--- config.mk ---
export PLATFORM = sky130hd
export DESIGN_NAME = alu_seq_ctrl
export DESIGN_NICKNAME = d
export VERILOG_FILES = /design/src/rtl/alu_seq_pkg.sv /design/src/rtl/alu_seq_ctrl_regfile.sv /design/src/rtl/alu_seq_ctrl.sv
export SDC_FILE = /design/constraint.sdc
export NUM_CORES = 1
export LEC_CHECK = 0
export CAP_MARGIN = 20
export CORE_UTILIZATION = 60
export DETAILED_ROUTE_END_ITERATION = 12
export PLACE_DENSITY = 0.83
export SLEW_MARGIN = 40
export SYNTH_ARGS = -nofsm -noshare
export SYNTH_HDL_FRONTEND = slang
export SYNTH_SLANG_ARGS = --single-unit
--- constraint.sdc ---
create_clock -name clk -period 4.5 [get_ports clk]
set_input_delay 0.675 -clock clk [delete_from_list [all_inputs] [get_ports clk]]
set_output_delay 0.675 -clock clk [all_outputs]
set_load 0.005 [all_outputs]
--- src/rtl/alu_seq_pkg.sv ---
// Shared constants and types for the ALU sequencing controller.
package alu_seq_pkg;

  localparam int DATA_W_DFLT = 16;
  localparam int NREGS_DFLT  = 8;
  localparam int AW_DFLT     = 3;

  localparam logic [1:0] OP_ADD = 2'b00;
  localparam logic [1:0] OP_SUB = 2'b01;
  localparam logic [1:0] OP_AND = 2'b10;
  localparam logic [1:0] OP_OR  = 2'b11;

  typedef enum logic [1:0] {
    ST_IDLE = 2'b00,
    ST_READ = 2'b01,
    ST_EXEC = 2'b10,
    ST_WB   = 2'b11
  } seq_state_t;

  // Only the arithmetic ops update the carry flag.
  function automatic logic op_sets_carry(input logic [1:0] op);
    return (op == OP_ADD) || (op == OP_SUB);
  endfunction

endpackage

--- src/rtl/alu_seq_ctrl_regfile.sv ---
// Register file: one synchronous write port, three asynchronous read ports.
module alu_regfile
  import alu_seq_pkg::*;
#(
  parameter int DATA_W = DATA_W_DFLT,
  parameter int NREGS  = NREGS_DFLT,
  parameter int AW     = AW_DFLT
) (
  input  logic              clk,
  input  logic              rst_n,
  input  logic              we,
  input  logic [AW-1:0]     waddr,
  input  logic [DATA_W-1:0] wdata,
  input  logic [AW-1:0]     raddr_a,
  input  logic [AW-1:0]     raddr_b,
  input  logic [AW-1:0]     raddr_d,
  output logic [DATA_W-1:0] rdata_a,
  output logic [DATA_W-1:0] rdata_b,
  output logic [DATA_W-1:0] rdata_d
);

  logic [DATA_W-1:0] regs [NREGS];

  // Storage with asynchronous clear; a single writer per edge.
  always_ff @(posedge clk or negedge rst_n) begin
    if (!rst_n) begin
      for (int i = 0; i < NREGS; i++) regs[i] <= '0;
    end else if (we) begin
      regs[waddr] <= wdata;
    end
  end

  assign rdata_a = regs[raddr_a];
  assign rdata_b = regs[raddr_b];
  assign rdata_d = regs[raddr_d];

endmodule

--- src/rtl/alu_seq_ctrl.sv ---
// Sequencing controller around an external 16-bit combinational ALU.
//
// state | meaning
// IDLE  | waiting for an instruction handshake; external loads honoured here
// READ  | register operands and op onto the ALU inputs
// EXEC  | ALU inputs held a full cycle; result and carry captured at the end
// WB    | result written to rd, flags updated, done pulses
module alu_seq_ctrl
  import alu_seq_pkg::*;
#(
  parameter int DATA_W = DATA_W_DFLT,
  parameter int NREGS  = NREGS_DFLT,
  parameter int AW     = AW_DFLT
) (
  input  logic              clk,
  input  logic              rst_n,
  input  logic              ins_valid,
  output logic              ins_ready,
  input  logic [1:0]        ins_op,
  input  logic [AW-1:0]     ins_rd,
  input  logic [AW-1:0]     ins_rs1,
  input  logic [AW-1:0]     ins_rs2,
  input  logic              ld_en,
  input  logic [AW-1:0]     ld_addr,
  input  logic [DATA_W-1:0] ld_data,
  input  logic [AW-1:0]     dbg_addr,
  output logic [DATA_W-1:0] dbg_data,
  output logic [1:0]        alu_op,
  output logic [DATA_W-1:0] alu_a,
  output logic [DATA_W-1:0] alu_b,
  input  logic [DATA_W-1:0] alu_o,
  input  logic              alu_cout,
  output logic              done,
  output logic              flag_c,
  output logic              flag_z
);

  seq_state_t state, state_nxt;

  logic [1:0]        op_q;
  logic [AW-1:0]     rd_q, rs1_q, rs2_q;
  logic [DATA_W-1:0] result_q;
  logic              carry_q;
  logic              accept;
  logic              rf_we;
  logic [AW-1:0]     rf_waddr;
  logic [DATA_W-1:0] rf_wdata;
  logic [DATA_W-1:0] rd_a, rd_b;

  // Loads and instructions are mutually exclusive in IDLE: a load blocks the handshake.
  assign ins_ready = (state == ST_IDLE) & ~ld_en & rst_n;
  assign accept    = ins_valid & ins_ready;

  // State register.
  always_ff @(posedge clk or negedge rst_n) begin
    if (!rst_n) state <= ST_IDLE;
    else        state <= state_nxt;
  end

  // Next-state and done decode; every accepted instruction runs to completion.
  always_comb begin
    state_nxt = state;
    done      = 1'b0;
    case (state)
      ST_IDLE: if (accept) state_nxt = ST_READ;
      ST_READ: state_nxt = ST_EXEC;
      ST_EXEC: state_nxt = ST_WB;
      ST_WB: begin
        done      = 1'b1;
        state_nxt = ST_IDLE;
      end
      default: state_nxt = ST_IDLE;
    endcase
  end

  // Datapath: field latch, operand staging, result capture and flag update.
  always_ff @(posedge clk or negedge rst_n) begin
    if (!rst_n) begin
      op_q     <= '0;
      rd_q     <= '0;
      rs1_q    <= '0;
      rs2_q    <= '0;
      alu_op   <= '0;
      alu_a    <= '0;
      alu_b    <= '0;
      result_q <= '0;
      carry_q  <= 1'b0;
      flag_c   <= 1'b0;
      flag_z   <= 1'b0;
    end else begin
      if (accept) begin
        op_q  <= ins_op;
        rd_q  <= ins_rd;
        rs1_q <= ins_rs1;
        rs2_q <= ins_rs2;
      end
      if (state == ST_READ) begin
        alu_a  <= rd_a;
        alu_b  <= rd_b;
        alu_op <= op_q;
      end
      if (state == ST_EXEC) begin
        result_q <= alu_o;
        carry_q  <= alu_cout;
      end
      if (state == ST_WB) begin
        flag_z <= (result_q == '0);
        if (op_sets_carry(op_q)) flag_c <= carry_q;
      end
    end
  end

  // Write port shared by writeback and the external loader.
  always_comb begin
    rf_we    = 1'b0;
    rf_waddr = ld_addr;
    rf_wdata = ld_data;
    if (state == ST_WB) begin
      rf_we    = 1'b1;
      rf_waddr = rd_q;
      rf_wdata = result_q;
    end else if ((state == ST_IDLE) && ld_en) begin
      rf_we = 1'b1;
    end
  end

  alu_regfile #(
    .DATA_W (DATA_W),
    .NREGS  (NREGS),
    .AW     (AW)
  ) u_regfile (
    .clk     (clk),
    .rst_n   (rst_n),
    .we      (rf_we),
    .waddr   (rf_waddr),
    .wdata   (rf_wdata),
    .raddr_a (rs1_q),
    .raddr_b (rs2_q),
    .raddr_d (dbg_addr),
    .rdata_a (rd_a),
    .rdata_b (rd_b),
    .rdata_d (dbg_data)
  );

endmodule

# Word-level counts from Yosys, hierarchy flattened
# Cells that the tools add are included.
# word_totals
in_bits	54
wordCells	64
output_inout_bits	54
reg_bits	194
# op_classes
n_bitwise	8
n_lt_le_gt_ge	5
n_mux	19
n_eq_ne	5
reduce_logical	7
# op_table
op	count
$bmux 16 s3	3
$bwmux 128	1
$mux 16	8
$demux 16 s3	1
$ge 4x4->1 const B	4
$logic_not 16->1	1
$not 3->4	4
$pmux 2 s4	1
$eq 2x1->1 const B	2
$eq 2x2->1 const B	2
$logic_not 2->1	2
$lt 4x1->1 const B	1
$and 1x1->1	3
$mux 1	3
$mux 3	1
$logic_and 1x1->1	2
$mux 2	1
$ne 2x2->1 const B	1
$reduce_and 2->1	1
$logic_or 1x1->1	1
$not 1->1	1

# Depth between registers and ports, before layout
# depth
depth_word	8
depth_mapped	7
ltp_nobuf	5

# Hierarchy
# A second synthesis with hierarchy kept.
# unflattened
hier_cells	629
hier_area_um2	10898.0
# by_module_without_submodules
module	n_inst	area_per_inst_um2	cells_each	seq_area_each_um2
alu_regfile	1	8062.7	450	3203.1
alu_seq_ctrl	1	2835.2	179	1651.6

# Worst setup path after synthesis
# No wires, ideal clock.
# synth_timing
path_kind	input to output
startpoint	input dbg_addr[0]
endpoint	output dbg_data[0]
setup_slack_ps	1840
n_path_buf	2
t_required_ps	3825
arrival_time_ps	1985
stages	4
cell_sequence	clkbuf_1 > buf_2 > mux4_2 > mux2_2
# synth_via
elab_chain_cells	4
# synth_rtl
element	line_no	rtl
from (decl)	alu_seq_ctrl.sv:26	input logic [AW-1:0] dbg_addr,
$not 3->4 (implied by the code)	alu_seq_ctrl_regfile.sv:35	assign rdata_d = regs[raddr_d];
$bmux 16 s3	alu_seq_ctrl_regfile.sv:35	
$mux 16 (implied by the code) (2 in a row)	alu_seq_ctrl_regfile.sv:35	
to (decl)	alu_seq_ctrl.sv:27	output logic [DATA_W-1:0] dbg_data,
# Every way passes these cells. The select of a mux whose other input is x is not followed.

# Worst setup path after layout
# layout_timing
startpoint	input dbg_addr[0]
endpoint	output dbg_data[5]
# Same word-level chain as after synthesis.

==> impl_metrics.tcl <==
set metrics [dict create \
    status "finished, final reports clean" \
    relSlewSlack_pct 40.85 \
    ys_types 35 \
    die_h_um 137.9 \
    ios 108 \
    cp_max_fo 20 \
    synth_ff_type "dfrtp_1" \
    synthTopCellsByArea "dfrtp_1 (44%), mux2_2 (15%), mux2i_1 (8.7%), mux4_2 (6.5%), mux2_4 (5.4%)" \
    grt_pass1_wl_um 45950 \
    wl_per_cell_um 26.16 \
    hpwl_um 18490 \
    cts_root_buffer "clkbuf_16" \
    ys_warn_count 0 \
    syn_inst 819 \
    numCtsBuffers 17 \
    worstHoldPathType "input pin to asynchronous set/reset pin" \
    synth_largest_area_cell "dfrtp_1" \
    synth_top_area_share_pct 43.80 \
    final_nets 954 \
    crit_cells 5 \
    htree_num_levels 4 \
    hold_violations 0 \
    crit_family "buffers and inverters" \
    worstSetupEndpointType "output port" \
    max_stage_delay_ps 600 \
    fillers 1187 \
    drv_cap 0 \
    antenna_found_initial 0 \
    clkLatencyLatePin_ps 430 \
    routed_wirelength_um 29770 \
    cts_setup_buffers 0 \
    diodes 0 \
    cts_resized 0 \
    tns_ps 0 \
    post-route-drc-count 0 \
    seq_area_frac_synth_pct 43.80 \
    fp.dieArea_mm2 0.01902 \
    vdd_drop_max_v 0.0005973 \
    grt_pass1_vias 8248 \
    syn-cell-area_mm2 0.01108 \
    finalCriticalPeriod_ps 3560 \
    async_reset_ff_share_pct 100.0 \
    crit_arrival_ps 2880 \
    power.leakage_nw 5.382 \
    reg2reg_depth 4 \
    ys_seq_elements 194 \
    cts_buffer_depth 2 \
    worst_slew_pin_slew_ps 887.2 \
    criticalPathCategory "input pin to output port" \
    total_power_mw 10.18 \
    drive_above_1_share_pct 32.01 \
    synth_area_per_cell_um2 13.53 \
    slowest_stage "buf_2" \
    vias 7831 \
    hold_buffers 0 \
    setup_viol 0 \
    rsz0062_at_grt "no" \
    final_common_cell "dfrtp_1" \
    finalClockSkew_ps 8.553 \
    fin_ws_ps 940.1 \
    place_ws_ps 943.3 \
    period_share_pct 79.11 \
    num_rows 49 \
    port_buffers 107 \
    vias_per_cell 6.881 \
    grt_max_degree 155 \
    cp-start-kind "input pin" \
    mappedNetlistNets 877 \
    core_mm2 0.01802 \
    grt-ovfl-total 0 \
    drv_slew 0 \
    final_cell_mix "dfrtp_1 (190), mux2_2 (145), clkdlybuf4s50_1 (105)" \
    hold_slack_ps 167.4 \
    crit_chain "buf_2, buf_4, mux4_2, mux2_2, clkdlybuf4s50_1" \
    postRouteAntennaNets 0 \
    die_w_um 137.9 \
    grt_usage_pct 32.94 \
    globalplace.congestion 0.8744 \
    fmax_mhz 280.9 \
    synth_edf_count 0 \
    initial_utilization_pct 61.50 \
    firstDrtPassIters 5 \
    cellPowerDensity_mw_per_mm2 784.7 \
    syn_to_final_growth_pct 17.09 \
    clk_pin_slew_worst_paths_ps 70 \
    cts_tree "done" \
    drt_iter0_markers 694 \
    path_buf_inv 3 \
    cts_sinks 194 \
    required_ps 3830 \
]
-- cell usage after synthesis, types with 4 or more instances --
cell type,count
ha_1,4
mux2_4,40
mux4_2,32
nand3b_1,4
buf_12,4
mux2_2,145
nor2b_1,67
a22oi_4,7
buf_6,5
a22oi_1,32
a41o_1,32
clkbuf_1,26
buf_2,28
dfrtp_1,194
nand3_1,34
a211o_1,32
buf_1,4
mux2i_1,96
mux2_1,7
-- cell families (layout without fill, tap and decap cells) --
group	count (synthesis)	count (layout)	synth area share (%)
muxes	320	320	36.03
and+or+nand+nor	125	125	6.953
adders and majority gates	4	4	0.4515
DFF	194	194	43.80
buffers and inverters	70	160	3.612
AOI/OAI and AO/OA	106	106	9.155
-- area by class of cell --
type | instances | area [um2] | area share (%)
well taps | 229 | 286.5 | 2.208
repair buffers | 125 | 1325 | 10.21
inverters | 3 | 11.26 | 0.08676
clock inverters | 11 | 151.4 | 1.166
clock buffers | 21 | 470.5 | 3.625
flip-flops and latches | 194 | 4865 | 37.48
multi-input cells | 555 | 5869 | 45.22
-- flip-flops by register name (all words and copies together) (netlist names) --
register	flops
rd_q	3
u_regfile.regs	128
alu_a	16
alu_op	2
flag_c	1
rs2_q	3
result_q	16
alu_b	16
rs1_q	3
flag_z	1
op_q	2
carry_q	1
state	2
-- worst register-to-register path: cells and delay by family, from the launching register on --
kind                     cells  cell delay, ps
AO/OA/AOI/OAI                1             760
multiplexers                 1             430
AND/OR/NAND/NOR              1             510
adder cells (fa/ha/maj)      1             630
flip-flops                   1             400
-- worst paths after layout --
check	end	slack, ps	startpoint
max in group asynchronous	rs1_q[0]	3140	rst_n
setup / recovery	dbg_data[5]	940	dbg_addr[0]
setup reg to reg	u_regfile.regs[106]	1650	state[1]
min in group clk	carry_q	510	carry_q
hold / removal	u_regfile.regs[29]	170	rst_n
hold reg to reg	carry_q	510	carry_q
-- where the power goes --
part           internal (mW)  switching, mW
sequential              2.65           1.02
combinational           2.72           2.17
clock                  0.925          0.686
total                   6.30           3.88
-- per-stage QoR --
stage	cells	area, um2	util [%]
floorplan	819	11080	-
global placement	1099	12180	67.57
detailed placement	1105	12330	68.40
CTS	1137	12950	71.85
global route	1138	12980	72.00
finish	1138	12980	72.00
-- layer usage --
| layer | routed length, um | global-route usage [%] | vias to the layer above |
|---|---|---|---|
| met3 | 2487 | 7.346 | 97 |
| met5 | 0 | 0 | - |
| met2 | 14470 | 52.92 | 445 |
| met4 | 961 | 15.94 | 0 |
| li1 | - | - | 3291 |
| met1 | 11850 | 42.35 | 3998 |
(Power assumes the default switching activity.)
